[src/rtl/soundweb_decoder.sv]
// Soundweb serial-control receiver: frames on STX/ETX, removes ESC stuffing,
// checks the XOR checksum and presents the 13 decoded fields with status strobes.
module soundweb_decoder (
    input  logic       clk,
    input  logic       reset,
    input  logic [7:0] rx_data,
    input  logic       rx_valid,
    output logic [7:0] command,
    output logic [7:0] address_0,
    output logic [7:0] address_1,
    output logic [7:0] address_2,
    output logic [7:0] address_3,
    output logic [7:0] address_4,
    output logic [7:0] address_5,
    output logic [7:0] sv_0,
    output logic [7:0] sv_1,
    output logic [7:0] data_0,
    output logic [7:0] data_1,
    output logic [7:0] data_2,
    output logic [7:0] data_3,
    output logic       packet_valid,
    output logic       checksum_error,
    output logic       framing_error,
    output logic       ack_received,
    output logic       nak_received
);

    localparam logic [7:0] STX = 8'h02;
    localparam logic [7:0] ETX = 8'h03;
    localparam logic [7:0] ACK = 8'h06;
    localparam logic [7:0] NAK = 8'h15;
    localparam logic [7:0] ESC = 8'h1B;

    typedef enum logic [1:0] {
        S_IDLE,
        S_BODY,
        S_ESCAPE,
        S_ETX_WAIT
    } state_t;

    state_t      state_q, state_d;
    logic [3:0]  count_q, count_d;
    logic [7:0]  xor_q, xor_d;
    logic [7:0]  buf_q    [0:13];
    logic [7:0]  buf_d    [0:13];
    logic [7:0]  fields_q [0:12];
    logic [7:0]  fields_d [0:12];
    logic        pv_q, pv_d;
    logic        cs_q, cs_d;
    logic        fe_q, fe_d;
    logic        ack_q, ack_d;
    logic        nak_q, nak_d;

    logic        store_en;
    logic [7:0]  store_val;
    logic [7:0]  esc_val;

    function automatic logic is_reserved(input logic [7:0] b);
        return (b == STX) || (b == ETX) || (b == ACK) || (b == NAK) || (b == ESC);
    endfunction

    always_comb begin
        state_d   = state_q;
        count_d   = count_q;
        xor_d     = xor_q;
        buf_d     = buf_q;
        fields_d  = fields_q;
        pv_d      = 1'b0;
        cs_d      = 1'b0;
        fe_d      = 1'b0;
        ack_d     = 1'b0;
        nak_d     = 1'b0;
        store_en  = 1'b0;
        store_val = rx_data;
        esc_val   = rx_data - 8'h80;

        if (rx_valid) begin
            case (state_q)
                S_IDLE: begin
                    if (rx_data == STX) begin
                        state_d = S_BODY;
                        count_d = 4'd0;
                        xor_d   = 8'h00;
                    end else if (rx_data == ACK) begin
                        ack_d = 1'b1;
                    end else if (rx_data == NAK) begin
                        nak_d = 1'b1;
                    end
                end
                S_BODY: begin
                    if (rx_data == ESC) begin
                        state_d = S_ESCAPE;
                    end else if (rx_data == STX) begin
                        fe_d    = 1'b1;
                        state_d = S_BODY;
                        count_d = 4'd0;
                        xor_d   = 8'h00;
                    end else if (is_reserved(rx_data)) begin
                        fe_d    = 1'b1;
                        state_d = S_IDLE;
                    end else begin
                        store_en = 1'b1;
                    end
                end
                S_ESCAPE: begin
                    // Only reserved values may legally be escaped.
                    if (is_reserved(esc_val)) begin
                        store_en  = 1'b1;
                        store_val = esc_val;
                    end else if (rx_data == STX) begin
                        fe_d    = 1'b1;
                        state_d = S_BODY;
                        count_d = 4'd0;
                        xor_d   = 8'h00;
                    end else begin
                        fe_d    = 1'b1;
                        state_d = S_IDLE;
                    end
                end
                S_ETX_WAIT: begin
                    if (rx_data == ETX) begin
                        state_d = S_IDLE;
                        if (buf_q[13] == xor_q) begin
                            pv_d = 1'b1;
                            for (int i = 0; i < 13; i++) begin
                                fields_d[i] = buf_q[i];
                            end
                        end else begin
                            cs_d = 1'b1;
                        end
                    end else if (rx_data == STX) begin
                        fe_d    = 1'b1;
                        state_d = S_BODY;
                        count_d = 4'd0;
                        xor_d   = 8'h00;
                    end else begin
                        fe_d    = 1'b1;
                        state_d = S_IDLE;
                    end
                end
                default: state_d = S_IDLE;
            endcase
        end

        if (store_en) begin
            for (int i = 0; i < 14; i++) begin
                if (count_q == 4'(i)) begin
                    buf_d[i] = store_val;
                end
            end
            // Index 13 is the checksum itself and stays out of the running XOR.
            if (count_q != 4'd13) begin
                xor_d = xor_q ^ store_val;
            end
            state_d = (count_q == 4'd13) ? S_ETX_WAIT : S_BODY;
            count_d = count_q + 4'd1;
        end
    end

    always_ff @(posedge clk or posedge reset) begin
        if (reset) begin
            state_q <= S_IDLE;
            count_q <= 4'd0;
            xor_q   <= 8'h00;
            pv_q    <= 1'b0;
            cs_q    <= 1'b0;
            fe_q    <= 1'b0;
            ack_q   <= 1'b0;
            nak_q   <= 1'b0;
            for (int i = 0; i < 14; i++) begin
                buf_q[i] <= 8'h00;
            end
            for (int i = 0; i < 13; i++) begin
                fields_q[i] <= 8'h00;
            end
        end else begin
            state_q  <= state_d;
            count_q  <= count_d;
            xor_q    <= xor_d;
            pv_q     <= pv_d;
            cs_q     <= cs_d;
            fe_q     <= fe_d;
            ack_q    <= ack_d;
            nak_q    <= nak_d;
            buf_q    <= buf_d;
            fields_q <= fields_d;
        end
    end

    assign command        = fields_q[0];
    assign address_0      = fields_q[1];
    assign address_1      = fields_q[2];
    assign address_2      = fields_q[3];
    assign address_3      = fields_q[4];
    assign address_4      = fields_q[5];
    assign address_5      = fields_q[6];
    assign sv_0           = fields_q[7];
    assign sv_1           = fields_q[8];
    assign data_0         = fields_q[9];
    assign data_1         = fields_q[10];
    assign data_2         = fields_q[11];
    assign data_3         = fields_q[12];
    assign packet_valid   = pv_q;
    assign checksum_error = cs_q;
    assign framing_error  = fe_q;
    assign ack_received   = ack_q;
    assign nak_received   = nak_q;

endmodule
[config.mk]
export PLATFORM = sky130hd
export DESIGN_NAME = soundweb_decoder
export DESIGN_NICKNAME = d
export VERILOG_FILES = /design/src/rtl/soundweb_decoder.sv
export SDC_FILE = /design/constraint.sdc
export NUM_CORES = 1
export LEC_CHECK = 0
export CAP_MARGIN = 5
export CORE_MARGIN = 3
export CORE_UTILIZATION = 45
export DETAILED_ROUTE_END_ITERATION = 12
export GPL_TIMING_DRIVEN = 0
export PLACE_DENSITY = 0.67
export SETUP_SLACK_MARGIN = 0.02
export SLEW_MARGIN = 20
export SYNTH_ARGS = -nofsm -noshare
export SYNTH_HDL_FRONTEND = slang
export SYNTH_SLANG_ARGS = --single-unit
[constraint.sdc]
create_clock -name clk -period 14.4 [get_ports clk]
set_input_delay 2.88 -clock clk [delete_from_list [all_inputs] [get_ports clk]]
set_output_delay 2.88 -clock clk [all_outputs]
set_load 0.01 [all_outputs]
## Word level (Yosys, flattened, before mapping)

Index checks and enable logic that the tools add are counted.

- Bits in registers: 235
- Input port bits: 11
- Output and inout bits: 109
- Logic and storage cells: 158

- $add $sub $neg: 2
- Equality and inequality tests: 33
- Muxes and demuxes: 59
- Bitwise operators: 1
- Reduce and logical (&&, ||, !) cells: 28

Operators with widths:

| kind | number |
|---|---|
| $mux 8 | 10 |
| $eq 8x2->1 const B | 4 |
| $eq 8x5->1 const B | 4 |
| $pmux 8 s4 | 1 |
| $mux 1 | 30 |
| $reduce_and 2->1 | 14 |
| $eq 4x4->1 const B | 6 |
| $mux 4 | 6 |
| $eq 4x3->1 const B | 4 |
| $eq 8x3->1 const B | 2 |
| $mux 2 | 8 |
| $pmux 4 s4 | 1 |
| $ne 3x3->1 const B | 4 |
| $reduce_and 4->1 | 3 |
| $eq 4x2->1 const B | 2 |
| $eq 8x8->1 | 1 |
| $logic_or 1x1->1 | 8 |
| $pmux 2 s4 | 1 |
| $sub 8x8->8 const B | 1 |
| $xor 8x8->8 | 1 |
| $ne 5x5->1 const B | 1 |
| $add 4x1->4 const B | 1 |
| $eq 2x2->1 const B | 2 |
| $eq 4x1->1 const B | 1 |
| other kinds (7) | 7 |

## Longest topological paths before layout

Gate-level depths: netlist of the first run.

- Word-level depth: 12
- Gate-level depth with buffers: 10
- Gate-level depth less buffers: 8

## Worst setup path after synthesis of the first run

No wires, ideal clock.

- Kind: input-to-reg
- Start point: input rx_data[3]
- End point: register buf_q[88] in the netlist's numbering
- Arrival time: 4.825 ns
- Slack: 9.450 ns
- Stages: 8
- Buffers on the path: 2
- Cell sequence: buf_2 > or3b_4 > a211oi_2 > or2_4 > o211ai_4 > or4b_1 > buf_6 > mux2_4

- Cells in the longest elaborated chain, start to end: 11
- Elaborated cells between the ends (all ways): 29

Ends and longest elaborated chain:

| what | RTL line | text |
|---|---|---|
| start, declared | 6 | `input logic [7:0] rx_data,` |
| parallel branches: the longest is 11 deep, another holds $sub 8x8->8 | n/a |  |
| end signal, assigned | 185 | `buf_q <= buf_d;` |
| end, declared | 44 | `logic [7:0] buf_q [0:13];` |

Parallel ways; which one is timed is not known.
A chain may end at the register's enable or synchronous reset.

## Worst setup path in the final report of the first run

- Start point: input rx_data[2]
- End point: register buf_q[64] in the netlist's numbering

The elaborated chain is that of the path after synthesis.

==> results_dict.tcl, run 1 <==
set metrics [dict create \
    synthCells 624 \
    postCtsSetupBuffers 0 \
    largest_reg_flops 112 \
    place_congestion 0.870 \
    synth_area_um2 9660 \
    p_per_area_nw_per_um2 153 \
    numPortBuffers 113 \
    crit_fanout 10 \
    grt_pass1_vias 5964 \
    hold_class "flip-flop to flip-flop" \
    ioPinCount 120 \
    synth_top_flop_cell "dfrtp_1" \
    hold_buffers 0 \
    worst_ep_arrival_time_ns 5.50 \
    drtAntennaViolNets 0 \
    drt_pass1_iterations 7 \
    cts_resized 0 \
    layout-drive-gt1-share_pct 38.1 \
    diodes 0 \
    drv_slew 0 \
    rsz0062_at_grt "false" \
    core_um2 20700 \
    critPathKind "input port to flip-flop" \
    yosys_warnings 0 \
    worst_setup_path_end_kind "flip-flop" \
    final-setup-viol-count 0 \
    clkTransAtPathRegs_ns 0.06 \
    cp.required_ns 14.80 \
    synth_mux_area_share_pct 27.6 \
    finalCritPeriodShare_pct 35.4 \
    nets 787 \
    crit_chain "clkdlybuf4s50_1 -> clkbuf_1 -> and2_1 -> o221a_2 -> o211ai_4 -> buf_6 -> nor3_4 -> mux2_2" \
    post_drt_via_cell_ratio 5.26 \
    synth-xor-area-share_pct 0.725 \
    grt_pass1_wl_mm 33.0 \
    cp-start-kind "input port" \
    ys_seq_area_share_pct 60.9 \
    ys_types 47 \
    htree_levels 1 \
    syn_avg_cell_area_um2 15.5 \
    fmax_mhz 196 \
    fillCellCount 1618 \
    ys_ff_latch 235 \
    num_rows 52 \
    vias 5539 \
    yosys.area.top_type "dfrtp_1" \
    synth_edf_count 0 \
    drc 0 \
    regArea_um2 5880 \
    wl_per_cell_um 19.2 \
    clock-sinks 235 \
    max_stage_delay_ns 0.52 \
    dpl_cell_area_um2 11200 \
    area_growth_pct 24.8 \
    synth_top_family_by_area "multiplexers" \
    numCtsBuffers 26 \
    post-route-min-period_ns 5.10 \
    fin_area_um2 12100 \
    place_hpwl_mm 13.7 \
    die_x_um 153 \
    worst_pin_slew_ns 0.894 \
    synthTopCellsByArea "dfrtp_1 61%, mux2_2 22%, mux2_4 5.0%" \
    drt_iter0_drc 367 \
    max_slew_margin_pct 40.4 \
    grt_overflow 0 \
    synth-simple-area-share_pct 5.36 \
    crit_path_top_delay_cell "clkdlybuf4s50_1" \
    multi_input_area_um2 3530 \
    synthAdderAreaFrac_pct 1.17 \
    clk_path_buf_depth 3 \
    synthTopCellsByCount "235 x dfrtp_1, 186 x mux2_2, 32 x mux2_4, 23 x nand2_1, 18 x clkbuf_1" \
    vdd_ir_drop_max_mv 0.113 \
    cts_tree "done" \
    synth_top_area_share_pct 60.9 \
    die_y_um 153 \
    hold_slack_ns 0.502 \
    post-place-ws_ns 8.80 \
    synth-async-reset-ratio_pct 100 \
    grt_max_degree 112 \
    clk_latency_ns 0.52 \
    p_leak_nw 5.88 \
    p_total_mw 1.84 \
    synth_compound_area_share_pct 1.75 \
    tns_ns 0 \
    initial_core_util_pct 46.7 \
    yosysMostFrequentCell "dfrtp_1" \
    maxCapViolCount 0 \
    syn_nets 644 \
    die-area_um2 23300 \
    antenna_found_initial 0 \
    hold_viol_final 0 \
    grt_use_total_pct 17.3 \
    top_register "buf_q" \
    cts_root_buffer "clkbuf_16" \
    status "completed" \
    setup_ws_ns 9.30 \
    clock_skew_ns 0.0153 \
    wirelength_mm 20.3 \
]
[through the flow]
stage / util (%) / cells
floorplan: - / 624
finish: 58.3 / 1054
global route: 58.3 / 1054
CTS: 58.3 / 1054
detailed placement: 54.1 / 1009
global placement: 53.8 / 1007
[worst max-delay path, delay by kind of cell]
kind	cells	cell delay (ns)
AND/OR/NAND/NOR	2	0.72
multiplexers	1	0.40
AO/OA/AOI/OAI	2	0.37
buffers and inverters	3	1.11
[layer usage]
| metal | part of all wire, % | track usage [%] | vias up | wire length, um |
|---|---|---|---|---|
| met5 | 0 | 0 | - | 0 |
| met1 | 44 | 23.5 | 2831 | 8960 |
| met3 | 5.6 | 3.66 | 39 | 1130 |
| li1 | - | - | 2499 | - |
| met4 | 2.1 | 4.16 | 0 | 432 |
| met2 | 48 | 29.0 | 170 | 9740 |
[layout by cell type (no fill, tap or decap), types with 2 or more instances in the layout]
cell type        synthesis  layout
nand4_1                  3       3
ha_1                     9       9
mux2i_1                  9       9
buf_16                   0       2
clkbuf_16                0      27
clkbuf_2                 2       2
dfrtp_1                235     235
clkdlybuf4s50_1          0     113
buf_2                    9       9
a31o_2                   2       2
mux2_2                 186     186
nand2_1                 23      23
clkinv_2                 0       4
xnor2_1                  8       8
o211a_1                  2       2
and2_1                   2       2
or4b_1                   4       4
nor3_4                   8       8
a21oi_1                  4       4
or3_1                    2       2
nand3_1                 13      13
mux2_4                  32      32
nor3b_1                  4       4
clkinv_4                 0       4
nor4_1                   2       2
nor2_1                   5       5
o21ai_0                  3       3
bufinv_16                0       3
nor3_1                   3       3
buf_1                    2       2
buf_6                    8       8
clkbuf_1                18      21
inv_8                    0       2
inv_1                    6       5
clkinvlp_4               0       3
[area by class of cell]
cell class | instances | area share, %
timing repair buffer | 115 | 9.84
clock inverter | 15 | 1.48
buffer | 39 | 1.83
tap | 270 | 2.80
inverter | 6 | 0.249
multi-input combinational | 344 | 29.3
sequential | 235 | 48.8
clock buffer | 30 | 5.70
[logic make-up (layout without fill, tap and decap cells)]
| family | after synthesis | in the layout |
|---|---|---|
| muxes | 227 | 227 |
| adders and majority gates | 9 | 9 |
| buffers and inverters | 45 | 205 |
| AOI/OAI and AO/OA | 21 | 21 |
| xor gates and xnor gates | 8 | 8 |
| and+or+nand+nor | 79 | 79 |
| DFF | 235 | 235 |
[where the power goes]
group,leakage (nW),switching (mW),internal (mW)
Sequential,3.18,0.0785,0.787
Combinational,2.29,0.141,0.169
Clock,0.417,0.267,0.398
[worst paths after layout]
| kind | cells past startpoint | endpoint | startpoint | slack [ns] |
|---|---|---|---|---|
| max | 8 | buf_q[64]$_DFFE_PP0P_ | rx_data[2] | 9.30 |
| max reg2reg | 8 | buf_q[15]$_DFFE_PP0P_ | state_q[0]$_DFFE_PP0P_ | 11.71 |
| min | 1 | buf_q[76]$_DFFE_PP0P_ | buf_q[76]$_DFFE_PP0P_ | 0.50 |
| max in group asynchronous | 4 | buf_q[28]$_DFFE_PP0P_ | reset | 10.48 |
| min in group asynchronous | 2 | address_2[2]$_DFFE_PP0P_ | reset | 2.70 |
| min reg2reg | 1 | buf_q[76]$_DFFE_PP0P_ | buf_q[76]$_DFFE_PP0P_ | 0.50 |
No activity file was read; power rests on OpenSTA's default activity.
==> inputs of run 2 (changes only) <==
--- a/config.mk
+++ b/config.mk
@@ -10,7 +10,7 @@
 export CORE_UTILIZATION = 45
 export DETAILED_ROUTE_END_ITERATION = 12
 export GPL_TIMING_DRIVEN = 0
-export PLACE_DENSITY = 0.67
+export PLACE_DENSITY = 0.69
 export SETUP_SLACK_MARGIN = 0.02
 export SLEW_MARGIN = 20
 export SYNTH_ARGS = -nofsm -noshare
==> constraint.sdc (replaced) <==
create_clock -name clk -period 4.2 [get_ports clk]
set_input_delay 0.84 -clock clk [delete_from_list [all_inputs] [get_ports clk]]
set_output_delay 0.84 -clock clk [all_outputs]
set_load 0.01 [all_outputs]
==> results_dict.tcl, run 2 (synthesis gave the netlist of run 1 again) <==
set metrics [dict create \
    status "completed" \
    place_hpwl_mm 14.2 \
    area_growth_pct 26.0 \
    wl_per_cell_um 19.6 \
    layout-drive-gt1-share_pct 38.6 \
    max_slew_margin_pct 43.6 \
    drt_pass1_iterations 4 \
    finalCritPeriodShare_pct 73.0 \
    drv_slew 0 \
    p_total_mw 6.39 \
    clk_latency_ns 0.52 \
    hold_class "flip-flop to flip-flop" \
    layout_common_cells "235 x dfrtp_1, 186 x mux2_2, 113 x clkdlybuf4s50_1" \
    post-place-ws_ns 0.642 \
    regArea_um2 5880 \
    maxCapViolCount 0 \
    fillCellCount 1611 \
    rsz0062_at_grt "false" \
    drtAntennaViolNets 0 \
    vias 5523 \
    grt_pass1_vias 6165 \
    critPathKind "input port to flip-flop" \
    multi_input_area_um2 3530 \
    ioPinCount 120 \
    htree_levels 1 \
    final_common_cell "dfrtp_1" \
    clock_skew_ns 0.0163 \
    hold_slack_ns 0.501 \
    diodes 0 \
    clkTransAtPathRegs_ns 0.06 \
    grt_max_degree 35 \
    fmax_mhz 326 \
    fin_util_pct 58.8 \
    antenna_found_initial 0 \
    place_congestion 0.865 \
    core_um2 20700 \
    hold_viol_final 0 \
    post_drt_via_cell_ratio 5.23 \
    setup_ws_ns 1.13 \
    hold_buffers 0 \
    largest_reg_flops 112 \
    vdd_ir_drop_max_mv 0.276 \
    worst_pin_slew_ns 0.846 \
    die-area_um2 23300 \
    tns_ns 0 \
    reg2reg_from "state_q[0]$_DFFE_PP0P_" \
    die_y_um 153 \
    worst_ep_arrival_time_ns 3.46 \
    p_leak_nw 5.94 \
    die_x_um 153 \
    cts_tree "done" \
    numCtsBuffers 24 \
    top_register "buf_q" \
    numPortBuffers 113 \
    crit_start "rx_data[2]" \
    final-setup-viol-count 0 \
    grt_overflow 0 \
    grt_pass1_wl_mm 34.3 \
    cts_resized 0 \
    cp.required_ns 4.60 \
    clk_path_buf_depth 3 \
    clock-sinks 235 \
    drt_iter0_drc 233 \
    cts_root_buffer "clkbuf_16" \
    num_rows 52 \
    nets 790 \
    postCtsSetupBuffers 0 \
    drc 0 \
    cp-start-kind "input port" \
    initial_core_util_pct 46.7 \
    p_per_area_nw_per_um2 525 \
    worst_setup_path_end_kind "flip-flop" \
    grt_use_total_pct 18.0 \
    crit_fanout 10 \
    wirelength_mm 20.8 \
    hold_start "buf_q[22]$_DFFE_PP0P_" \
    post-route-min-period_ns 3.07 \
]
-- run 2: changes by cell type in the layout (fill, tap and decap cells not counted) --
cell       delta
clkbuf_16     -3
clkinv_2      +2
buf_12        +6
inv_8         -2
clkinv_8      +1
buf_16        -1
clkbuf_1      -2
clkinv_4      -4
bufinv_16     +3
clkbuf_8      +3
-- run 2: report_power, final --
group	internal [mW]	switching, mW	leakage, nW
combinational	0.589	0.495	2.32
clock	1.47	0.875	0.434
sequential	2.70	0.267	3.18
total	4.76	1.64	5.94
-- run 2: area by class of cell --
class	instances	area share (%)
flip-flops and latches	235	48.3
multi-input cells	344	29.1
well taps	270	2.78
inverters	6	0.216
repair buffers	120	10.5
clock inverters	15	1.98
plain buffers	39	1.81
clock buffers	28	5.31
-- run 2: worst max-delay path: stages --
cell and delay (ns):
clkdlybuf4s50_1 0.51, or3b_4 0.40, a211oi_2 0.29, or2_4 0.21
o211ai_4 0.12, buf_6 0.19, nor3_4 0.49, mux2_2 0.40
-- run 2: path summary, 6_finish.rpt --
path,cells after the start,slack [ns],end
max,8,1.13,buf_q[69]$_DFFE_PP0P_
min,1,0.50,data_2[6]$_DFFE_PP0P_
max reg2reg,9,1.50,buf_q[69]$_DFFE_PP0P_
min reg2reg,1,0.50,data_2[6]$_DFFE_PP0P_
max in group asynchronous,6,2.16,data_1[4]$_DFFE_PP0P_
min in group asynchronous,2,0.80,address_1[4]$_DFFE_PP0P_
-- run 2: stage by stage --
stage	cells	cell area (um^2)
2_1_floorplan	624	9660
3_3_place_gp	1007	11100
3_5_place_dp	1014	11300
4_1_cts	1057	12200
5_1_grt	1057	12200
6_report	1057	12200
-- run 2: routing by layer --
metal	vias to the layer above	track usage, %	routed length [um]
li1	2502	-	-
met1	2826	23.8	8710
met2	156	30.6	10400
met3	39	3.58	1200
met4	0	5.05	444
met5	-	0	0
==> inputs of run 3 (changes only) <==
--- a/config.mk
+++ b/config.mk
@@ -10,7 +10,7 @@
 export CORE_UTILIZATION = 45
 export DETAILED_ROUTE_END_ITERATION = 12
 export GPL_TIMING_DRIVEN = 0
-export PLACE_DENSITY = 0.69
+export PLACE_DENSITY = 0.67
 export SETUP_SLACK_MARGIN = 0.02
 export SLEW_MARGIN = 20
 export SYNTH_ARGS = -nofsm -noshare
==> constraint.sdc (replaced) <==
create_clock -name clk -period 3 [get_ports clk]
set_input_delay 0.6 -clock clk [delete_from_list [all_inputs] [get_ports clk]]
set_output_delay 0.6 -clock clk [all_outputs]
set_load 0.01 [all_outputs]
==> results_dict.tcl, run 3 (synthesis gave the netlist of run 1 again) <==
set metrics [dict create \
    p_leak_nw 5.89 \
    hold_class "input port to flip-flop" \
    clk_path_buf_depth 3 \
    crit_path_top_delay_cell "clkdlybuf4s50_1" \
    numPortBuffers 113 \
    fin_util_pct 58.3 \
    tns_ns 0 \
    nets 791 \
    die-area_um2 23300 \
    ioPinCount 120 \
    p_total_mw 8.60 \
    cts_tree "done" \
    fillCellCount 1620 \
    layout-drive-gt1-share_pct 37.9 \
    max_slew_margin_pct 38.1 \
    worst_pin_slew_ns 0.928 \
    status "completed" \
    place_congestion 0.860 \
    drt_iter0_drc 239 \
    cp.required_ns 3.39 \
    dpl_cell_area_um2 11300 \
    grt_use_total_pct 18.0 \
    die_y_um 153 \
    cp-start-kind "input port" \
    vdd_ir_drop_max_mv 0.496 \
    wirelength_mm 20.6 \
    hold_viol_final 0 \
    drt_pass1_iterations 5 \
    worst_setup_path_end_kind "flip-flop" \
    drv_slew 0 \
    postCtsSetupBuffers 0 \
    critPathKind "input port to flip-flop" \
    post-route-min-period_ns 2.87 \
    reg2reg_slack_ns 0.37 \
    clock_skew_ns 0.00967 \
    crit_chain "clkdlybuf4s50_1 -> buf_1 -> and2_1 -> o221a_2 -> o211ai_4 -> buf_6 -> nor3_4 -> mux2_2" \
    drc 0 \
    grt_pass1_wl_mm 34.2 \
    clk_latency_ns 0.51 \
    diodes 0 \
    crit_end "buf_q[68]$_DFFE_PP0P_" \
    reg2reg_to "buf_q[68]$_DFFE_PP0P_" \
    core_um2 20700 \
    num_rows 52 \
    rsz0062_at_grt "false" \
    largest_reg_flops 112 \
    worst-r2r-cell-count 9 \
    htree_levels 1 \
    drtAntennaViolNets 0 \
    grt_pass1_vias 6292 \
    grt_max_degree 37 \
    reg2reg_from "state_q[0]$_DFFE_PP0P_" \
    initial_core_util_pct 46.7 \
    numCtsBuffers 25 \
    final_common_cell "dfrtp_1" \
    post_drt_via_cell_ratio 5.25 \
    vias 5547 \
    fin_area_um2 12100 \
    worst_ep_arrival_time_ns 3.25 \
    layout_common_cells "235 x dfrtp_1, 186 x mux2_2, 113 x clkdlybuf4s50_1" \
    clock-sinks 235 \
    wl_per_cell_um 19.5 \
    max_stage_delay_ns 0.54 \
    crit_start "rx_data[2]" \
    top_register "buf_q" \
    grt_overflow 0 \
    place_hpwl_mm 14.3 \
    cts_root_buffer "clkbuf_16" \
    area_growth_pct 24.9 \
    p_per_area_nw_per_um2 713 \
    finalCritPeriodShare_pct 95.5 \
    final-setup-viol-count 0 \
    antenna_found_initial 0 \
    maxCapViolCount 0 \
    die_x_um 153 \
    clkTransAtPathRegs_ns 0.06 \
    crit_fanout 10 \
    fmax_mhz 349 \
]
run 3: changes by cell type in the layout (fill, tap and decap cells not counted), moves of 3 or more:
cell       before  now
clkinv_2        6    2
clkbuf_8        3    6
bufinv_16       6    1
clkbuf_1       19   24
run 3: critical path: cells and delay by family:
family,cells,cell delay [ns]
buf+inv,3,1.17
mux,1,0.40
compound gates,2,0.36
simple gates,2,0.71
run 3: metal layers:
| layer | wire, um | GRT usage (%) |
|---|---|---|
| met3 | 1070 | 3.83 |
| met2 | 10300 | 31.4 |
| met4 | 387 | 3.78 |
| met5 | 0 | 0 |
| met1 | 8800 | 23.3 |
run 3: how the worst min path moves through the flow:
stage / start / to / slack (ns) / cells past startpoint
3_3_place_gp: buf_q[48]$_DFFE_PP0P_ / buf_q[48]$_DFFE_PP0P_ / 0.49 / 1
4_1_cts: rx_valid / framing_error$_DFF_PP0_ / 0.37 / 2
3_5_place_dp: buf_q[39]$_DFFE_PP0P_ / data_0[7]$_DFFE_PP0P_ / 0.49 / 1
2_1_floorplan: xor_q[1]$_DFF_PP0_ / xor_q[1]$_DFF_PP0_ / 0.47 / 1
5_1_grt: rx_valid / framing_error$_DFF_PP0_ / 0.37 / 2
6_report: rx_valid / framing_error$_DFF_PP0_ / 0.39 / 2
run 3: what timing repair did:
item | in CTS | in global routing
hold buffers | 0 | 0
setup endpoints to repair | 0 | 3
hold endpoints to repair | 0 | 0
resized for setup | 0 | 1
run 3: cell type report:
| cell class | instances | area, um^2 | share of cell area, % |
|---|---|---|---|
| sequential | 235 | 5880 | 48.8 |
| multi-input combinational | 344 | 3530 | 29.3 |
| timing repair buffer | 120 | 1270 | 10.5 |
| clock buffer | 38 | 734 | 6.09 |
| tap | 270 | 338 | 2.80 |
| buffer | 39 | 220 | 1.83 |
| clock inverter | 5 | 56.3 | 0.467 |
| inverter | 6 | 26.3 | 0.218 |
run 3: where the power goes:
group,leakage (nW),internal (mW),switching [mW]
Clock,0.386,1.76,1.17
Combinational,2.32,0.823,0.688
Sequential,3.18,3.78,0.379
run 3: stage by stage:
step / hold slack, ns / std cells / setup WS (ns)
detailed placement: 0.492 / 1014 / -0.378
CTS: 0.369 / 1057 / 0.145
finish: 0.389 / 1057 / 0.134
floorplan: 0.466 / 624 / -0.678
global placement: 0.486 / 1007 / -2.13
global route: 0.374 / 1057 / 0.0211
